## config.mk

```make
export PLATFORM = sky130hd
export DESIGN_NAME = timer_sched
export DESIGN_NICKNAME = d
export VERILOG_FILES = /design/src/rtl/timer_sched_pkg.sv /design/src/rtl/timer_sched_slots.sv /design/src/rtl/timer_sched.sv
export SDC_FILE = /design/constraint.sdc
export NUM_CORES = 1
export LEC_CHECK = 0
export CORE_ASPECT_RATIO = 2
export CORE_UTILIZATION = 55
export CTS_CLUSTER_DIAMETER = 60
export DETAILED_ROUTE_END_ITERATION = 12
export PLACE_DENSITY = 0.8
export SYNTH_ARGS = -nofsm -noshare
export SYNTH_HDL_FRONTEND = slang
export SYNTH_SLANG_ARGS = --single-unit
```

## constraint.sdc

```tcl
create_clock -name clk_i -period 27.5 [get_ports clk_i]
set_input_delay 5.5 -clock clk_i [delete_from_list [all_inputs] [get_ports clk_i]]
set_output_delay 5.5 -clock clk_i [all_outputs]
set_load 0.03 [all_outputs]
```

## src/rtl/timer_sched_pkg.sv

```systemverilog
// Shared types and constants for the timer scheduler.
// Defining TIMER_SCHED_PERIODIC_EN adds a per-slot reload period.
package timer_sched_pkg;

    // Slot storage is sized for the widest supported time value; TIME_W must not exceed it.
    localparam int TIME_W_MAX = 64;
    localparam logic [TIME_W_MAX-1:0] TIME_ALL_ONES = '1;

    typedef enum logic {
        OP_ARM    = 1'b0,
        OP_CANCEL = 1'b1
    } req_op_e;

    typedef enum logic [1:0] {
        S_IDLE,
        S_SCAN,
        S_FIRE
    } state_e;

    typedef struct packed {
        logic                  armed;
        logic [TIME_W_MAX-1:0] deadline;
`ifdef TIMER_SCHED_PERIODIC_EN
        logic [TIME_W_MAX-1:0] period;
`endif
    } slot_t;

endpackage

```

## src/rtl/timer_sched_slots.sv

```systemverilog
// Slot register file: arm/cancel/retire write ports and one indexed read port for the scan.
// With TIMER_SCHED_PERIODIC_EN, retiring a slot with a nonzero period reloads it instead.
module timer_sched_slots
    import timer_sched_pkg::*;
#(
    parameter int NUM_SLOTS = 4,
    parameter int TIME_W    = 64,
    localparam int SLOT_W   = $clog2(NUM_SLOTS)
) (
    input  logic                 clk,
    input  logic                 rst,
    input  logic                 arm_en,
    input  logic [SLOT_W-1:0]    arm_slot,
    input  logic [TIME_W-1:0]    arm_deadline,
`ifdef TIMER_SCHED_PERIODIC_EN
    input  logic [TIME_W-1:0]    arm_period,
`endif
    input  logic                 cancel_en,
    input  logic [SLOT_W-1:0]    cancel_slot,
    input  logic                 retire_en,
    input  logic [SLOT_W-1:0]    retire_slot,
    input  logic [SLOT_W-1:0]    rd_idx,
    output logic                 rd_armed,
    output logic [TIME_W-1:0]    rd_deadline,
    output logic [NUM_SLOTS-1:0] armed
);

    slot_t slots [NUM_SLOTS];

    // The FSM guarantees at most one of arm/cancel/retire per cycle.
    always_ff @(posedge clk) begin
        if (rst) begin
            for (int i = 0; i < NUM_SLOTS; i++) begin
                slots[i] <= '0;
            end
        end else if (arm_en) begin
            slots[arm_slot].armed    <= 1'b1;
            slots[arm_slot].deadline <= TIME_W_MAX'(arm_deadline);
`ifdef TIMER_SCHED_PERIODIC_EN
            slots[arm_slot].period   <= TIME_W_MAX'(arm_period);
`endif
        end else if (cancel_en) begin
            slots[cancel_slot].armed <= 1'b0;
        end else if (retire_en) begin
`ifdef TIMER_SCHED_PERIODIC_EN
            if (slots[retire_slot].period != '0) begin
                slots[retire_slot].deadline <= slots[retire_slot].deadline
                                             + slots[retire_slot].period;
            end else begin
                slots[retire_slot].armed <= 1'b0;
            end
`else
            slots[retire_slot].armed <= 1'b0;
`endif
        end
    end

    always_comb begin
        rd_armed    = slots[rd_idx].armed;
        rd_deadline = TIME_W'(slots[rd_idx].deadline);
        for (int i = 0; i < NUM_SLOTS; i++) begin
            armed[i] = slots[i].armed;
        end
    end

endmodule

```

## src/rtl/timer_sched.sv

```systemverilog
// Multiplexes NUM_SLOTS timer deadlines onto one mtimecmp via a sequential min-scan.
// TIMER_SCHED_PERIODIC_EN adds req_period_i for auto-reloading slots.
module timer_sched
    import timer_sched_pkg::*;
#(
    parameter int NUM_SLOTS = 4,
    parameter int TIME_W    = 64,
    localparam int SLOT_W   = $clog2(NUM_SLOTS)
) (
    input  logic                 clk_i,
    input  logic                 rst_i,
    input  logic [TIME_W-1:0]    mtime_i,
    input  logic                 req_valid_i,
    output logic                 req_ready_o,
    input  logic                 req_op_i,
    input  logic [SLOT_W-1:0]    req_slot_i,
    input  logic [TIME_W-1:0]    req_deadline_i,
`ifdef TIMER_SCHED_PERIODIC_EN
    input  logic [TIME_W-1:0]    req_period_i,
`endif
    output logic [TIME_W-1:0]    mtimecmp_o,
    output logic                 cmp_valid_o,
    output logic                 evt_valid_o,
    input  logic                 evt_ready_i,
    output logic [SLOT_W-1:0]    evt_slot_o,
    output logic [NUM_SLOTS-1:0] armed_o
);

    state_e              state, state_nxt;
    logic [SLOT_W-1:0]   scan_idx;
    logic                run_found, next_found;
    logic [TIME_W-1:0]   run_dl, next_dl;
    logic [SLOT_W-1:0]   run_idx, next_idx, best_idx;
    logic                rd_armed, take, last, expired;
    logic [TIME_W-1:0]   rd_deadline;
    logic                arm_en, cancel_en, retire_en, scan_start;

    timer_sched_slots #(
        .NUM_SLOTS (NUM_SLOTS),
        .TIME_W    (TIME_W)
    ) u_slots (
        .clk          (clk_i),
        .rst          (rst_i),
        .arm_en       (arm_en),
        .arm_slot     (req_slot_i),
        .arm_deadline (req_deadline_i),
`ifdef TIMER_SCHED_PERIODIC_EN
        .arm_period   (req_period_i),
`endif
        .cancel_en    (cancel_en),
        .cancel_slot  (req_slot_i),
        .retire_en    (retire_en),
        .retire_slot  (best_idx),
        .rd_idx       (scan_idx),
        .rd_armed     (rd_armed),
        .rd_deadline  (rd_deadline),
        .armed        (armed_o)
    );

    // Strict less-than keeps the earlier (lower) index on equal deadlines.
    always_comb begin
        expired    = cmp_valid_o && (mtime_i >= mtimecmp_o);
        take       = rd_armed && (!run_found || (rd_deadline < run_dl));
        next_found = run_found || rd_armed;
        next_dl    = take ? rd_deadline : run_dl;
        next_idx   = take ? scan_idx : run_idx;
        last       = (scan_idx == SLOT_W'(NUM_SLOTS - 1));
    end

    always_comb begin
        state_nxt   = state;
        req_ready_o = 1'b0;
        evt_valid_o = 1'b0;
        arm_en      = 1'b0;
        cancel_en   = 1'b0;
        retire_en   = 1'b0;
        scan_start  = 1'b0;
        unique case (state)
            S_IDLE: begin
                req_ready_o = !expired;
                if (expired) begin
                    state_nxt = S_FIRE;
                end else if (req_valid_i) begin
                    if (req_op_e'(req_op_i) == OP_ARM) begin
                        arm_en = 1'b1;
                    end else begin
                        cancel_en = 1'b1;
                    end
                    scan_start = 1'b1;
                    state_nxt  = S_SCAN;
                end
            end
            S_SCAN: begin
                if (last) begin
                    state_nxt = S_IDLE;
                end
            end
            S_FIRE: begin
                evt_valid_o = 1'b1;
                if (evt_ready_i) begin
                    retire_en  = 1'b1;
                    scan_start = 1'b1;
                    state_nxt  = S_SCAN;
                end
            end
            default: state_nxt = S_IDLE;
        endcase
    end

    // mtimecmp_o and best_idx are only loaded on the final scan step, so they never glitch.
    always_ff @(posedge clk_i) begin
        if (rst_i) begin
            state       <= S_IDLE;
            scan_idx    <= '0;
            run_found   <= 1'b0;
            run_dl      <= '0;
            run_idx     <= '0;
            best_idx    <= '0;
            mtimecmp_o  <= TIME_W'(TIME_ALL_ONES);
            cmp_valid_o <= 1'b0;
        end else begin
            state <= state_nxt;
            if (scan_start) begin
                scan_idx  <= '0;
                run_found <= 1'b0;
            end else if (state == S_SCAN) begin
                scan_idx  <= scan_idx + 1'b1;
                run_found <= next_found;
                run_dl    <= next_dl;
                run_idx   <= next_idx;
                if (last) begin
                    mtimecmp_o  <= next_found ? next_dl : TIME_W'(TIME_ALL_ONES);
                    cmp_valid_o <= next_found;
                    best_idx    <= next_found ? next_idx : '0;
                end
            end
        end
    end

    assign evt_slot_o = best_idx;

endmodule

```

After elaboration in Yosys (flattened, before gate mapping) --
Memories as Yosys holds them, arrays and structs flattened. A register that Yosys moved wholly into a read port is not among the register bits. Index checks and enable logic that the tools add are counted.
Word-level totals: memories 1, register bits 138, bits in writable memories 260, output and inout port bits 73, logic and storage cells 80
Memory list:
- u_slots.slots | words 4, bits a word 65, rd ports 5, clocked after Yosys merged registers in 1, wr ports 4, line timer_sched_slots.sv:28 | slot_t slots [NUM_SLOTS];
Cells by class: muxes and demuxes 47, magnitude comparators 2, bitwise logic cells 2, equality and inequality tests 6, add/subtract/negate cells 1, reduce and logical (&&, ||, !) cells 13
Operators by type and width (number):
- 2-to-1 mux 65 bit | 2
- OR reduction 65 bit | 2
- 2-to-1 mux 64 bit | 2
- greater-or-equal comparator 64 bit | 1
- < comparator 64 bit | 1
- 2-to-1 mux 1 bit | 29
- 2-to-1 mux 2 bit | 12
- case mux 2 bit (3 select lines) | 1
- AND reduction 3 bit | 2
- == test 2 bit, second input constant | 2
- != test 2 bit, second input constant | 2
- != test 3 bit, second input constant | 1
- adder 2 x 1 -> 2 bit, second input constant | 1
- == test 2 x 1 -> 1 bit, second input constant | 1
- logical AND 1 bit | 2
- logical NOT 1 bit | 2
- logical NOT 2 bit | 1
- logical OR 1 bit | 2
- case mux 1 bit (2 select lines) | 1
- AND reduction 2 bit | 1
- OR reduction 2 bit | 1
- NOT 1 bit | 1
- bitwise OR 1 bit | 1

Longest topological paths before layout --
Gate-level depths: netlist of run 1.
word-level depth 12, gate-level depth with buffers 14, depth with buffers taken out 10

Hierarchy --
Synthesis of run 1 repeated with hierarchy kept, for this count alone.
Unflattened totals: cells, all modules 1737, area, all modules 20005.4 um^2
By module, submodules not included:
- timer_sched_slots | seq. area each 7807.5 um^2, instances 1, area each 11482.3 um^2, cells an instance 727
- timer_sched | seq. area each 2762.6 um^2, instances 1, area each 8523.2 um^2, cells an instance 1010

Worst setup path after synthesis of run 1 --
Ideal clock, no wire load.
path type input-to-reg, from in mtime_i[2], to mem u_slots.slots[3][0] (netlist bit), enable pin, buffers on the path 2, setup time 666 ps, stages 11, data arrival time 13872 ps, setup slack 12961 ps, cells stage by stage ha_1 a211o_1 a31oi_1 o221ai_1 a21o_1 a32oi_2 a21bo_1 buf_4 buf_2 a21oi_1 nor4b_1
RTL lines:
- from (decl) | line timer_sched.sv:12 | input logic [TIME_W-1:0] mtime_i,
- to (decl) | line timer_sched_slots.sv:28

Final worst setup path of run 1 --
from in mtime_i[44], to out req_ready_o
On the way: longest elaborated chain between the ends 4
Ends and longest elaborated chain:
- greater-or-equal comparator 64 bit | line timer_sched.sv:62 | expired = cmp_valid_o && (mtime_i >= mtimecmp_o);
- logical AND 1 bit | line timer_sched.sv:62
- logical NOT 1 bit | line timer_sched.sv:80 | req_ready_o = !expired;
- 2-to-1 mux 1 bit | line timer_sched.sv:78 | unique case (state)
- to (decl) | line timer_sched.sv:14 | output logic req_ready_o,
No other way between the ends.

==> results.py, run 1 <==
metrics = {
    "sta": {
        "min_period_ns": 14.39,
        "min_period_over_period_pct": 52.3,
        "drv_slew": 0,
        "tightest_slew_ns": 1.16,
        "fmaxAchievable_ghz": 0.0695,
        "skew_ns": 0.0197,
        "setup_viol": 0,
        "setup_tns_ns": 0,
        "max_slew_margin_pct": 21.8,
        "hold_viol": 0,
        "rsz0062_at_grt": "false",
    },
    "route": {
        "wl_um": 55900,
        "highest_layer": "met4",
        "firstDrtPassIters": 5,
        "drc_errors": 0,
        "drt_iter0_markers": 1600,
        "via_per_inst": 6.55,
        "met2RoutedLength_um": 28500,
        "ant_nets": 0,
        "dr_total_vias": 16600,
        "met1_length_um": 20800,
        "wl_met3_um": 3620,
        "wl_per_cell_um": 22.1,
    },
    "die": {
        "io_pins": 208,
        "die-area_um2": 39100,
        "dieHeight_um": 279,
        "start_util_pct": 55.7,
        "die_w_um": 140,
        "core_um2": 37800,
        "fp-row-count": 101,
    },
    "final_layout": {
        "finalNetCount": 2303,
        "final_cell_mix": "269 x nor3_1, 260 x edfxtp_1, 206 x clkdlybuf4s50_1",
        "final.fill_count": 2833,
        "syn_to_final_growth_pct": 15.6,
        "final_area_um2": 24300,
        "final_common_cell": "nor3_1",
        "drive_gt1_share_pct": 11.1,
    },
    "clocking": {
        "cts-hold-fix-buffers": 0,
        "worstSkewPairLatency_ns": 0.53,
        "path_clk_slew_ns": 0.07,
        "ctsResizeCount": 0,
        "cts_buffer_depth": 3,
        "post_cts_buffers": 0,
        "cts_sinks": 400,
        "htree_levels": 2,
        "cts_root_buffer": "clkbuf_16",
        "cts_tree": "yes",
        "cts_buffers": 34,
    },
    "power": {
        "power_density_nw_per_um2": 54.9,
        "finalPower_mw": 1.34,
        "leakage_nw": 9.01,
        "irDropWorstVdd_mv": 0.0338,
    },
    "placement": {
        "dp_hpwl_um": 34900,
        "routabilityCongestion": 0.877,
        "post_dp_cell_area_um2": 23200,
        "portBuffers": 207,
    },
    "synth": {
        "synth_nets": 2206,
        "synthArstFlopShare_pct": 0,
        "ys_ff_latch": 400,
        "seq_area_frac_synth_pct": 50.4,
        "avgSynthCellArea_um2": 10.8,
        "synth_ff_type": "edfxtp_1",
        "yosysTopAreaCellShare_pct": 37.1,
        "synth_area_leaders": "edfxtp_1 37%, dfxtp_1 13%, ha_1 7.6%",
        "synth.distinct_cells": 61,
        "synth_area_leader_cell": "edfxtp_1",
        "synth_area_um2": 21000,
        "syn_inst": 1943,
        "ys_warn_count": 0,
        "synth_edf_count": 260,
    },
    "critical_path": {
        "r2r_cells": 11,
        "setup.worst_path.end_class": "output pin",
        "cp-start-kind": "input port",
        "worstPathRequired_ns": 22.00,
        "crit_type": "input port to output pin",
        "crit_arrival_ns": 8.89,
        "crit_path_max_fanout": 23,
    },
    "run_status": {
        "status": "complete, no violations",
    },
    "global_route": {
        "grt_remaining_overflow": 0,
        "grt_pass1_vias": 16700,
        "antenna_found_initial": 1,
        "grtUsageTotal_pct": 28.4,
        "grt_pass1_wl_um": 87200,
        "grt_max_degree": 119,
    },
    "worst_hold_path": {
        "min_path_cells": 2,
        "min_path_type": "flop to flop",
    },
    "job": {
        "maxCapViolCount": 0,
    },
}
path summary, 6_finish.rpt:
| kind | startpoint | to | slack [ns] |
|---|---|---|---|
| max reg2reg | flop | run_idx[1] | 21.45 |
| min | run_dl[47] | run_dl[47] | 0.51 |
| max | mtime_i[44] | req_ready_o | 13.11 |
| min reg2reg | run_dl[47] | run_dl[47] | 0.51 |
registers in the layout (all words and copies together) (netlist names), named ones only:
signal	flops
u_slots.slots	260
mtimecmp_o	64
run_dl	64
evt_slot_o	2
run_idx	2
scan_idx	2
state	2
cmp_valid_o	1
run_found	1
Yosys cell counts, types with 3 or more instances:
cell type and number:
o21ai_0 82, a31oi_1 3, a21oi_1 109, a221o_1 3
nor4b_1 3, dfxtp_1 140, mux4_2 64, or3_1 3
nor2_1 39, o32ai_1 64, buf_4 22, mux2i_1 3
o21a_1 7, nand4_1 22, nor3_1 269, buf_6 7
nor3_2 60, nand2b_1 7, nand3_1 143, edfxtp_1 260
buf_1 14, o21bai_1 3, nor2b_1 4, o211ai_1 5
clkbuf_1 83, o2111ai_1 3, a2111oi_0 4, a21o_1 18
inv_1 196, a211oi_1 6, buf_2 42, ha_1 128
o221ai_1 3, nand2_1 25, o21ai_1 3, nor4_1 67
worst max-delay path: stages:
cell and delay, ns:
clkdlybuf4s50_1 0.41, ha_1 0.32, nand4_1 0.16, nor4_2 0.51, a22oi_1 0.12, o21ai_0 0.37, a32oi_2 0.24, a21bo_2 0.24
buf_4 0.23, and2_1 0.17, clkdlybuf4s50_1 0.58
cells by family after synthesis:
| family | share of synthesized area (%) |
|---|---|
| buffers and inverters | 7.41 |
| AO/OA/AOI/OAI | 10.1 |
| flip-flops | 50.4 |
| multiplexers | 7.10 |
| AND/OR/NAND/NOR | 17.3 |
| XOR/XNOR | 0.0416 |
| adder cells (fa/ha/maj) | 7.61 |
per-layer routing:
layer | global-route usage, % | up-vias
li1 | - | 7521
met2 | 49.4 | 806
met5 | 0 | -
met3 | 2.72 | 150
met4 | 15.9 | 0
met1 | 34.2 | 8099
area by class of cell:
type	count	area [µm²]	share of cell area, %
flip-flops and latches	400	10600	43.6
clock inverters	18	163	0.669
multi-input cells	1178	9000	37.0
inverters	196	736	3.02
well taps	463	579	2.38
clock buffers	43	990	4.07
diodes	1	2.50	0.0103
repair buffers	230	2240	9.21
per-stage QoR:
stage | hold WS [ns] | std cells | setup slack, ns | utilization [%]
after global routing | 0.532 | 2529 | 13.01 | 64.4
after CTS | 0.509 | 2528 | 13.10 | 64.4
after floorplan | 0.467 | 1943 | 12.96 | -
after detailed placement | 0.500 | 2467 | 13.11 | 61.3
final | 0.512 | 2529 | 13.11 | 64.4
after global placement | 0.477 | 2467 | 13.12 | 61.3
where the power goes:
group          internal (mW)  switching [mW]  total, mW
combinational         0.0580          0.0981      0.156
clock                  0.284           0.220      0.504
sequential             0.664          0.0109      0.675
(Power assumes the default switching activity.)
==> run 2, diff against run 1 <==
==> constraint.sdc (replaced) <==
create_clock -name clk_i -period 13.85 [get_ports clk_i]
set_input_delay 2.77 -clock clk_i [delete_from_list [all_inputs] [get_ports clk_i]]
set_output_delay 2.77 -clock clk_i [all_outputs]
set_load 0.03 [all_outputs]
==> run 2 against run 1 <==
Against the previous run: core utilization decreased by 0.12 points; worst hold slack got worse by 0.00070 ns; register-to-register slack got worse by 14 ns; sequential cell count unchanged; design area decreased by 0.19%; global-route usage increased by 0.12 points; clock power increased by 93%; critical path depth unchanged; largest power group unchanged; critical path type unchanged; critical endpoint unchanged; sequential power increased by 99%; setup slack got worse by 8.2 ns; die area unchanged.
==> results.py, run 2 (synthesized netlist as in run 1, its figures left out) <==
metrics = {
    "die": {
        "die_w_um": 140,
        "core_um2": 37800,
        "dieHeight_um": 279,
        "start_util_pct": 55.7,
        "die-area_um2": 39100,
        "fp-row-count": 101,
        "io_pins": 208,
    },
    "sta": {
        "setup_ws_ns": 4.90,
        "min_period_ns": 8.95,
        "setup_tns_ns": 0,
        "drv_slew": 0,
        "rsz0062_at_grt": "false",
        "hold_viol": 0,
        "fmaxAchievable_ghz": 0.112,
        "setup_viol": 0,
        "tightest_slew_ns": 1.13,
        "min_period_over_period_pct": 64.6,
        "skew_ns": 0.0285,
        "max_slew_margin_pct": 24.4,
    },
    "clocking": {
        "cts_buffer_depth": 3,
        "ctsResizeCount": 0,
        "cts-hold-fix-buffers": 0,
        "cts_tree": "yes",
        "path_clk_slew_ns": 0.06,
        "post_cts_buffers": 0,
        "worstSkewPairLatency_ns": 0.54,
        "cts_sinks": 400,
        "cts_root_buffer": "clkbuf_16",
        "htree_levels": 2,
        "cts_buffers": 34,
    },
    "critical_path": {
        "crit_slowest_cell": "clkdlybuf4s50_1",
        "crit_arrival_ns": 6.18,
        "setup.worst_path.end_class": "output pin",
        "crit_type": "input port to output pin",
        "crit_path_max_fanout": 23,
        "crit_family": "simple AND/OR/NAND/NOR gates",
        "cp_cell_sequence": "clkdlybuf4s50_1 > ha_1 > nand4_1 > nor3_1 > nand4_1 > nor2_1 > a32oi_2 > a21bo_2 > buf_4 > and2_1 > clkdlybuf4s50_1",
        "worstPathRequired_ns": 11.08,
        "crit_path_max_incr_delay_ns": 0.58,
        "worst-path-buf-inv": 3,
        "cp-start-kind": "input port",
    },
    "global_route": {
        "grtUsageTotal_pct": 28.5,
        "antenna_found_initial": 1,
        "grt_pass1_vias": 16700,
        "grt_pass1_wl_um": 87500,
        "grt_remaining_overflow": 0,
        "grt_max_degree": 119,
    },
    "power": {
        "power.internal_mw": 1.97,
        "power_density_nw_per_um2": 108,
        "seqPwrFrac_pct": 51.1,
        "clockPowerShare_pct": 37.1,
        "irDropWorstVdd_mv": 0.0756,
        "leakage_nw": 8.98,
        "switchingPower_uw": 651,
        "swShare_pct": 24.8,
        "comb_power_share_pct": 11.8,
    },
    "final_layout": {
        "final_area_um2": 24300,
        "largest_register_ffs": 260,
        "ff_latch_area_um2": 10600,
        "final_cell_mix": "269 x nor3_1, 260 x edfxtp_1, 206 x clkdlybuf4s50_1",
        "final.fill_count": 2834,
        "final_common_cell": "nor3_1",
        "syn_to_final_growth_pct": 15.4,
        "drive_gt1_share_pct": 11.0,
        "regMostFlops": "u_slots.slots",
        "reg.largest.list": "u_slots.slots: 260 flops, mtimecmp_o: 64 flops, run_dl: 64 flops",
        "finalNetCount": 2303,
        "multi_input_comb_area_um2": 9000,
    },
    "placement": {
        "post_dp_cell_area_um2": 23200,
        "portBuffers": 207,
        "routabilityCongestion": 0.877,
        "dp_slack_ns": 4.88,
        "dp_hpwl_um": 34700,
    },
    "route": {
        "firstDrtPassIters": 5,
        "ant_nets": 0,
        "drc_errors": 0,
        "wl_per_cell_um": 22.0,
        "via_per_inst": 6.53,
        "wl_um": 55600,
        "drt_iter0_markers": 1705,
        "dr_total_vias": 16500,
    },
    "job": {
        "maxCapViolCount": 0,
    },
    "run_status": {
        "status": "complete, no violations",
    },
    "worst_hold_path": {
        "min_path_type": "flop to flop",
    },
}
run 2: cell count changes in the layout (fill, tap and decap cells not counted):
cell	previous run	this run
clkinv_4	1	0
clkinv_1	7	3
clkinvlp_4	1	3
clkinv_8	0	1
clkbuf_1	1	5
clkbuf_16	37	34
clkbuf_8	4	1
inv_6	0	2
bufinv_16	3	4
run 2: metal layers:
layer / routed length (µm) / GRT usage [%]
met1: 20900 / 34.2
met2: 28200 / 49.3
met3: 3450 / 2.98
met4: 3050 / 16.8
met5: 0 / 0
run 2: final cells by class:
class	instances	area share, %
repair buffers	230	9.23
inverters	196	3.03
clock inverters	19	0.897
flip-flops and latches	400	43.7
diodes	1	0.0103
multi-input cells	1178	37.1
clock buffers	41	3.66
well taps	463	2.39
run 2: path summary, 6_finish.rpt:
path / cells after the start / slack, ns / from / endpoint
setup / recovery: 11 / 4.90 / mtime_i[61] / req_ready_o
hold / removal: 2 / 0.51 / run_dl[20] / run_dl[20]
setup reg to reg: 11 / 7.73 / flop / run_idx[1]
hold reg to reg: 2 / 0.51 / run_dl[20] / run_dl[20]
run 2: power by group through the flow:
stage / clock network (mW) / logic (mW) / registers, mW
after floorplan: 0 / 0.196 / 1.36
after global placement: 0 / 0.298 / 1.36
after detailed placement: 0 / 0.305 / 1.37
after CTS: 0.981 / 0.308 / 1.34
after global routing: 1.03 / 0.334 / 1.34
final: 0.973 / 0.310 / 1.34
run 2: stage by stage:
step	std cells	hold slack, ns	utilization (%)	power, mW
floorplan	1943	0.467	-	1.56
detailed placement	2467	0.499	61.3	1.67
finish	2528	0.511	64.3	2.62
CTS	2527	0.508	64.2	2.63
global placement	2467	0.477	61.3	1.66
global route	2528	0.526	64.3	2.70
run 2: worst min-delay path, cell delays in order (launching register included):
cell     delay [ns]
dfxtp_1        0.33
o21ai_0        0.07
a21oi_1        0.06
